$ cat config.mk
export PLATFORM = sky130hd
export DESIGN_NAME = trap_ctrl
export DESIGN_NICKNAME = d
export VERILOG_FILES = /design/src/rtl/trap_ctrl_pkg.sv /design/src/rtl/trap_ctrl_int_arbiter.sv /design/src/rtl/trap_ctrl.sv
export SDC_FILE = /design/constraint.sdc
export NUM_CORES = 1
export LEC_CHECK = 0
export BUFFER_PORTS_ARGS = -buffer_cell sky130_fd_sc_hd__buf_2
export CORE_AREA = 2 2 350 352
export DETAILED_ROUTE_END_ITERATION = 10
export DIE_AREA = 0 0 352 354
export HOLD_SLACK_MARGIN = 0.08
export MAX_ROUTING_LAYER = met4
export PLACE_DENSITY = 0.44
export SLEW_MARGIN = 15
export SYNTH_ARGS = -nofsm -noshare
export SYNTH_HDL_FRONTEND = slang
export SYNTH_SLANG_ARGS = --single-unit
$ cat constraint.sdc
create_clock -name clk_i -period 14 [get_ports clk_i]
set_input_delay 1.4 -clock clk_i [delete_from_list [all_inputs] [get_ports clk_i]]
set_output_delay 1.4 -clock clk_i [all_outputs]
set_load 0.05 [all_outputs]
$ cat src/rtl/trap_ctrl_pkg.sv
// Shared types and constants for the machine-mode trap sequencer.
// The LEN5_TRAP_VECTORED_EN macro (see trap_ctrl.sv) does not affect this file.
package trap_ctrl_pkg;

    localparam int unsigned XLEN_DEFAULT = 64;

    typedef enum logic [1:0] {
        IDLE,
        SAVE,
        RESTORE,
        REDIR
    } trap_state_t;

    typedef enum logic [1:0] {
        DIRECT   = 2'b00,
        VECTORED = 2'b01
    } mtvec_mode_t;

    localparam int unsigned INT_CODE_MEI = 11;
    localparam int unsigned INT_CODE_MSI = 3;
    localparam int unsigned INT_CODE_MTI = 7;

    localparam int unsigned MSTATUS_MIE    = 3;
    localparam int unsigned MSTATUS_MPIE   = 7;
    localparam int unsigned MSTATUS_MPP_LO = 11;

    localparam logic [1:0] PRIV_MODE_M = 2'b11;

endpackage

$ cat src/rtl/trap_ctrl_int_arbiter.sv
// trap_int_arbiter: fixed-priority encoder over enabled pending interrupts
// (MEI > MSI > MTI), producing an mcause value with the interrupt bit set.
module trap_int_arbiter
    import trap_ctrl_pkg::*;
#(
    parameter int unsigned XLEN = XLEN_DEFAULT
) (
    input  logic [XLEN-1:0] mip_i,
    input  logic [XLEN-1:0] mie_i,
    output logic            valid_o,
    output logic [XLEN-1:0] cause_o
);

    logic [XLEN-1:0] pend;
    logic            unused_pend;

    assign pend        = mip_i & mie_i;
    assign unused_pend = ^pend;

    always_comb begin
        valid_o = 1'b0;
        cause_o = '0;
        if (pend[INT_CODE_MEI]) begin
            valid_o = 1'b1;
            cause_o = {1'b1, (XLEN-1)'(INT_CODE_MEI)};
        end else if (pend[INT_CODE_MSI]) begin
            valid_o = 1'b1;
            cause_o = {1'b1, (XLEN-1)'(INT_CODE_MSI)};
        end else if (pend[INT_CODE_MTI]) begin
            valid_o = 1'b1;
            cause_o = {1'b1, (XLEN-1)'(INT_CODE_MTI)};
        end
    end

endmodule

$ cat src/rtl/trap_ctrl.sv
// trap_ctrl: machine-mode trap sequencer driving CSR write strobes and PC redirect.
// Optional LEN5_TRAP_VECTORED_EN: vectored interrupt targets when mtvec.mode == 2'b01.
module trap_ctrl
    import trap_ctrl_pkg::*;
#(
    parameter int unsigned XLEN      = XLEN_DEFAULT,
    parameter logic        TVAL_ZERO = 1'b0
) (
    input  logic            clk_i,
    input  logic            rst_i,
    input  logic            except_valid_i,
    input  logic [XLEN-1:0] except_cause_i,
    input  logic [XLEN-1:0] except_pc_i,
    input  logic [XLEN-1:0] except_tval_i,
    input  logic            mret_valid_i,
    input  logic            int_boundary_i,
    input  logic [XLEN-1:0] next_pc_i,
    output logic            req_ready_o,
    input  logic [XLEN-1:0] mstatus_i,
    input  logic [XLEN-1:0] mip_i,
    input  logic [XLEN-1:0] mie_i,
    input  logic [XLEN-1:0] mtvec_i,
    input  logic [XLEN-1:0] mepc_i,
    output logic            csr_we_o,
    output logic [XLEN-1:0] mepc_o,
    output logic [XLEN-1:0] mcause_o,
    output logic [XLEN-1:0] mtval_o,
    output logic [XLEN-1:0] mstatus_o,
    output logic            redirect_valid_o,
    output logic [XLEN-1:0] redirect_pc_o,
    input  logic            redirect_ready_i,
    output logic            trap_taken_o
);

    localparam logic [XLEN-1:0] ALIGN_MASK = {{(XLEN-2){1'b1}}, 2'b00};

    trap_state_t     state;
    logic [XLEN-1:0] target_q;
    logic            arb_valid;
    logic [XLEN-1:0] arb_cause;
    logic            int_req;
    logic [XLEN-1:0] mtvec_base;
    logic [XLEN-1:0] int_target;

    trap_int_arbiter #(.XLEN(XLEN)) u_int_arb (
        .mip_i   (mip_i),
        .mie_i   (mie_i),
        .valid_o (arb_valid),
        .cause_o (arb_cause)
    );

    assign int_req    = mstatus_i[MSTATUS_MIE] && int_boundary_i && arb_valid;
    assign mtvec_base = {mtvec_i[XLEN-1:2], 2'b00};

`ifdef LEN5_TRAP_VECTORED_EN
    assign int_target = (mtvec_mode_t'(mtvec_i[1:0]) == VECTORED)
                      ? mtvec_base + {arb_cause[XLEN-3:0], 2'b00}
                      : mtvec_base;
`else
    logic unused_mtvec_mode;
    assign unused_mtvec_mode = ^mtvec_i[1:0];
    assign int_target        = mtvec_base;
`endif

    function automatic logic [XLEN-1:0] save_mstatus(input logic [XLEN-1:0] s);
        logic [XLEN-1:0] r;
        r                       = s;
        r[MSTATUS_MPIE]         = s[MSTATUS_MIE];
        r[MSTATUS_MIE]          = 1'b0;
        r[MSTATUS_MPP_LO +: 2]  = PRIV_MODE_M;
        return r;
    endfunction

    function automatic logic [XLEN-1:0] restore_mstatus(input logic [XLEN-1:0] s);
        logic [XLEN-1:0] r;
        r                       = s;
        r[MSTATUS_MIE]          = s[MSTATUS_MPIE];
        r[MSTATUS_MPIE]         = 1'b1;
        r[MSTATUS_MPP_LO +: 2]  = PRIV_MODE_M;
        return r;
    endfunction

    // CSR write values are registered at accept so csr_we_o is high exactly during SAVE/RESTORE;
    // mcause_o/mtval_o keep their last trap value across MRET (no mcause/mtval read ports).
    always_ff @(posedge clk_i or posedge rst_i) begin
        if (rst_i) begin
            state            <= IDLE;
            req_ready_o      <= 1'b1;
            csr_we_o         <= 1'b0;
            mepc_o           <= '0;
            mcause_o         <= '0;
            mtval_o          <= '0;
            mstatus_o        <= '0;
            redirect_valid_o <= 1'b0;
            redirect_pc_o    <= '0;
            trap_taken_o     <= 1'b0;
            target_q         <= '0;
        end else begin
            csr_we_o     <= 1'b0;
            trap_taken_o <= 1'b0;
            case (state)
                IDLE: begin
                    if (except_valid_i) begin
                        state       <= SAVE;
                        req_ready_o <= 1'b0;
                        csr_we_o    <= 1'b1;
                        mepc_o      <= except_pc_i & ALIGN_MASK;
                        mcause_o    <= except_cause_i;
                        mtval_o     <= TVAL_ZERO ? '0 : except_tval_i;
                        mstatus_o   <= save_mstatus(mstatus_i);
                        target_q    <= mtvec_base;
                    end else if (mret_valid_i) begin
                        state       <= RESTORE;
                        req_ready_o <= 1'b0;
                        csr_we_o    <= 1'b1;
                        mepc_o      <= mepc_i;
                        mstatus_o   <= restore_mstatus(mstatus_i);
                        target_q    <= mepc_i & ALIGN_MASK;
                    end else if (int_req) begin
                        state       <= SAVE;
                        req_ready_o <= 1'b0;
                        csr_we_o    <= 1'b1;
                        mepc_o      <= next_pc_i & ALIGN_MASK;
                        mcause_o    <= arb_cause;
                        mtval_o     <= '0;
                        mstatus_o   <= save_mstatus(mstatus_i);
                        target_q    <= int_target;
                    end
                end
                SAVE, RESTORE: begin
                    state            <= REDIR;
                    redirect_valid_o <= 1'b1;
                    redirect_pc_o    <= target_q;
                end
                REDIR: begin
                    if (redirect_ready_i) begin
                        state            <= IDLE;
                        redirect_valid_o <= 1'b0;
                        trap_taken_o     <= 1'b1;
                        req_ready_o      <= 1'b1;
                    end
                end
                default: state <= IDLE;
            endcase
        end
    end

endmodule

# Word level (Yosys, flattened, before mapping)
# Cells that the tools add are included.
[totals]
output_inout_bits = 324
ff_bits = 390
ramBits = 0
inputBits = 582
rom_bits = 0
latchBits = 0
memories = 0
[op_classes]
n_div = 0
mul = 0
n_reduce_logical = 13
mux = 39
eq_ne = 6
n_addsub = 0
shift = 0
magnitude_cmp = 0
bitwise_logic = 1
[ops]
columns = ["op", "n"]
rows = [
  ["$mux W64", 18],
  ["$mux W1", 14],
  ["$and A12 B12 Y12", 1],
  ["$mux W2", 4],
  ["$pmux W2 S3", 1],
  ["$reduce_and A2 Y1", 3],
  ["$reduce_and A3 Y1", 2],
  ["$reduce_bool A2 Y1", 3],
  ["$eq A2 B2 Y1 const B", 2],
  ["$ne A2 B2 Y1 const B", 2],
  ["$ne A4 B4 Y1 const B", 1],
  ["$pmux W1 S2", 2],
  ["$reduce_bool A3 Y1", 1],
  ["$eq A2 B1 Y1 const B", 1],
  ["$logic_and A1 B1 Y1", 2],
  ["$logic_not A2 Y1", 1],
  ["$reduce_or A2 Y1", 1],
]

# Depth between registers and ports, before layout
[depth]
depth_word = 9
mapped_depth = 8
mapped_depth_nobuf = 5

# Modules after synthesis
# Synthesis repeated with hierarchy kept, for this count alone.
[hier_totals]
hier_cells = 1500
area_unflattened_um2 = 17526.8
[modules_own_cells]
columns = ["mod", "cells_per_inst", "area_per_inst_um2", "instances"]
rows = [
  ["trap_ctrl", 1432, 17023.8, 1],
  ["trap_int_arbiter", 68, 503.0, 1],
]

# Worst setup path after synthesis
# OpenSTA, ideal clock, no wires.
[synth_timing]
path_kind = "input to register"
from = "input port mret_valid_i"
to = "register target_q[54]"
arrival_ps = 2663
path_buffers = 2
slack_ps = 11213
cell_stages = 5
cell_sequence = "buf_2 -> nor2b_1 -> buf_1 -> mux2_2 -> mux2_2"
[synth_between]
elab_chain_len = 2
elab_cells_between_ends = 4
cone_classes = "2 x mux; 2 x reduce/logical"
[synth_lines]
columns = ["item", "line_no", "text"]
rows = [
  ["start: declaration", "trap_ctrl.sv:15", "input logic mret_valid_i,"],
  ["$reduce_bool A3 Y1 (no line) or $mux W64 (tied branches)", "--", ""],
  ["$reduce_and A2 Y1 (no line) or $mux W64 (tied branches)", "--", ""],
  ["end signal: assignment", "trap_ctrl.sv:111", "target_q <= mtvec_base;"],
  ["end signal: assignment", "trap_ctrl.sv:118", "target_q <= mepc_i & ALIGN_MASK;"],
  ["end signal: assignment", "trap_ctrl.sv:127", "target_q <= int_target;"],
  ["end: declaration", "trap_ctrl.sv:38", "logic [XLEN-1:0] target_q;"],
]
# Several ways; a longest one is shown, not always the timed one.
# A chain may end at the register's enable or synchronous reset.

# Worst setup path in the final report
[layout_timing]
from = "input port except_valid_i"
to = "register mtval_o[32]"
[layout_between]
elab_chain_len = 2
elab_cells_between_ends = 4
cone_classes = "1 x eq/ne; 1 x mux; 2 x reduce/logical"
[layout_lines]
columns = ["item", "line_no", "text"]
rows = [
  ["start: declaration", "trap_ctrl.sv:11", "input logic except_valid_i,"],
  ["$ne A2 B2 Y1 (no line) or $reduce_bool A2 Y1 (tied branches)", "--", ""],
  ["$reduce_and A3 Y1 (no line)", "--", ""],
  ["end signal: assignment", "trap_ctrl.sv:109", "mtval_o <= TVAL_ZERO ? '0 : except_tval_i;"],
  ["end: declaration", "trap_ctrl.sv:27", "output logic [XLEN-1:0] mtval_o,"],
]
# Several ways; a longest one is shown, not always the timed one.

==> impl_metrics.py <==
metrics = {
    "outcome": {
        "status": "completed",
    },
    "global_route": {
        "grt_pass1_vias": 13200,
        "grt_pass1_wl_um": 98500,
        "overflow": 0,
        "grtUsageTotal": 0.112,
        "grt_max_degree": 87,
        "grt_antenna_before_repair": 30,
    },
    "worst_setup_path": {
        "path_buf_inv": 3,
        "crit_slowest_cell": "nor2b_2",
        "path_max_fanout": 80,
        "critical_path_class": "in2reg",
        "cp-startpoint": "except_valid_i",
        "cpLargestDelayFamily": "buffers and inverters",
        "crit_top_cell": "buf_4",
        "slowest_delay_ns": 0.92,
        "cp_num_cells": 6,
        "path_cells": "buf_6 -> buf_4 -> nor2b_2 -> a2111o_2 -> buf_4 -> a22o_1",
        "cp.arrival_ns": 4.94,
        "cp-end-kind": "flop",
        "startpoint_type": "input port",
        "cp.required_ns": 14.52,
        "rrSetupSlack_ns": 10.16,
        "rr_worst_depth": 8,
        "r2r-start": "state[0]",
        "crit_end": "mtval_o[32]",
        "worstReg2RegEnd": "target_q[23]",
    },
    "logic_synthesis": {
        "netlist_instances": 1157,
        "yosys_warnings": 0,
        "yosysMostFrequentCell": "dfrtp_1",
        "synth_area_per_cell_sq_um": 14.3,
        "synth-async-reset-ratio": 1.00,
        "synthDominantCellAreaShare": 0.580,
        "synth.ff_latch_count": 385,
        "synth_edf_count": 0,
        "synth.distinct_cells": 40,
        "synth_area_leader_cell": "dfrtp_1",
        "synth_common_cells": "dfrtp_1, mux2_2, a22o_1",
        "synthFlopType": "dfrtp_1",
        "ys_seq_area_frac": 0.581,
        "synth_area_leaders": "dfrtp_1, mux2_2, mux2_4, a22o_1, mux2i_1",
        "syn-cell-area_sq_um": 16600,
    },
    "sta": {
        "setup_viol": 0,
        "slew_headroom": 0.262,
        "finalCriticalPeriod_ns": 4.42,
        "fin_skew_ns": 0.0178,
        "fmax_mhz": 226,
        "rsz0062_at_grt": "false",
        "fin_crit_sh": 0.316,
        "worst_slew_pin_slew_ns": 1.10,
        "setup-tns-final_ns": 0,
        "final_hold_viol_count": 0,
        "maxSlewViolCount": 0,
    },
    "clock_network": {
        "cts_tree": "yes",
        "holdBufCountCts": 0,
        "cts_made_buffers": 49,
        "cts.sinks": 385,
        "clkLatencyLatePin_ns": 0.59,
        "postCtsSetupBuffers": 0,
        "clock_path_buffers": 3,
        "h-tree-depth": 2,
        "clk_pin_slew_ns": 0.06,
        "cts_root_buf": "clkbuf_16",
        "cts_resized": 0,
    },
    "place": {
        "portBuffers": 773,
        "dp_hpwl_um": 53900,
        "place_congestion": 0.845,
        "place_area_sq_um": 22200,
    },
    "hold_path": {
        "hold_start": "mstatus_o[16]",
        "hold_depth": 1,
        "min_path_type": "reg2reg",
    },
    "power": {
        "p_leak_nw": 11.5,
        "vdd_drop_max_uv": 125,
        "powerDensity_nw_per_um2": 290,
    },
    "route": {
        "drt-total-wl_um": 69200,
        "routedWlPerCell_um": 19.3,
        "vias": 12500,
        "first_pass_iters": 4,
        "drtIter0Drc": 503,
        "antenna_left": 0,
        "drcViolationCount": 0,
        "vias_per_cell": 3.48,
    },
    "die": {
        "io_pins": 906,
        "num_rows": 128,
        "fp.dieW_um": 352,
        "start_util": 0.137,
        "core-area_sq_um": 121000,
        "die_area_sq_um": 125000,
        "fp.dieH_um": 354,
    },
    "layout": {
        "drive_above_1_share": 0.610,
        "areaGrowthSynthToFinish_pct": 44.1,
        "nets": 2497,
        "final_area_sq_um": 23900,
    },
    "job": {
        "cap_violations": 0,
    },
}
metrics by stage:
| stage | setup slack, ns | power (mW) | cells | util | hold WS (ns) |
|---|---|---|---|---|---|
| floorplan | 1.90 | 4.72 | 1158 | - | 0.475 |
| global placement | 8.89 | 5.67 | 3487 | 0.184 | 0.470 |
| detailed placement | 8.90 | 5.68 | 3487 | 0.184 | 0.476 |
| CTS | 9.59 | 7.03 | 3574 | 0.197 | 0.495 |
| global route | 9.39 | 7.27 | 3590 | 0.197 | 0.501 |
| finish | 9.58 | 6.92 | 3594 | 0.198 | 0.489 |
worst reg2reg max path, delay by kind of cell, from the launching register on:
kind	cells	cell delay, ns
buf+inv	5	2.39
mux	1	0.53
flops	1	0.41
fa+ha+maj	1	0.21
compound gates	1	0.18
cell usage in the layout (no fill, tap or decap), types with 2 or more instances in the layout:
master / synthesis / final
buf_2: 37 / 771
a22o_1: 123 / 123
o32a_1: 2 / 2
nor4_1: 2 / 2
a211oi_1: 3 / 2
o2bb2ai_1: 3 / 3
mux2i_1: 62 / 62
a211oi_2: 2 / 2
dfrtp_1: 384 / 384
clkbuf_16: 0 / 49
inv_2: 2 / 2
a21oi_1: 4 / 4
conb_1: 1 / 2
inv_1: 13 / 12
buf_4: 6 / 19
mux2_2: 214 / 214
mux2_4: 90 / 90
clkbuf_8: 0 / 10
mux2_1: 4 / 4
nor2_1: 8 / 8
o21ai_0: 65 / 65
clkbuf_1: 27 / 8
diode_2: 0 / 20
nand2_1: 67 / 67
clkinvlp_4: 0 / 6
bufinv_16: 0 / 5
buf_6: 11 / 2
clkinv_2: 0 / 8
cell families (layout without fill, tap and decap cells):
group / count (synthesis) / count (layout) / synth area share
DFF: 385 / 385 / 0.581
muxes: 370 / 370 / 0.267
AOI/OAI and AO/OA: 210 / 210 / 0.0960
buffers and inverters: 103 / 894 / 0.0325
and+or+nand+nor: 86 / 86 / 0.0212
adders and majority gates: 2 / 2 / 0.00151
other: 1 / 22 / 0.000226
flip-flops by register name (all words and copies together) (netlist names):
register / cells
redirect_pc_o: 62
csr_we_o: 1
mepc_o: 64
target_q: 62
mcause_o: 64
trap_taken_o: 1
mtval_o: 64
state: 2
req_ready_o: 1
mstatus_o: 63
redirect_valid_o: 1
power by group:
| part | internal [mW] | switching (mW) | total, mW |
|---|---|---|---|
| logic | 1.14 | 2.50 | 3.64 |
| registers | 1.69 | 0.295 | 1.98 |
| clock network | 0.785 | 0.512 | 1.30 |
worst min-delay path by stage:
| stage | end | slack [ns] |
|---|---|---|
| after floorplan | target_q[10] | 0.47 |
| after global placement | mstatus_o[16] | 0.47 |
| after detailed placement | mcause_o[15] | 0.48 |
| after CTS | redirect_pc_o[51] | 0.50 |
| after global routing | mcause_o[55] | 0.50 |
| final | mstatus_o[16] | 0.49 |
metal layers:
layer  vias up  share of wire  GRT usage
met5         -              0          -
met4         0          0.029     0.0346
met3        97          0.085     0.0373
met2       573           0.44      0.167
met1      6079           0.44      0.141
li1       5767              -          -
cell type report:
| cell class | instances | area [sq um] |
|---|---|---|
| inverter | 15 | 63.8 |
| timing repair buffer | 792 | 4020 |
| clock buffer | 67 | 1390 |
| fill | 13300 | 97000 |
| clock inverter | 20 | 244 |
| antenna | 20 | 50.0 |
| multi-input combinational | 670 | 6440 |
| tap | 1625 | 2030 |
| sequential | 385 | 9640 |
Note: power is estimated with default switching activity, not from simulation.
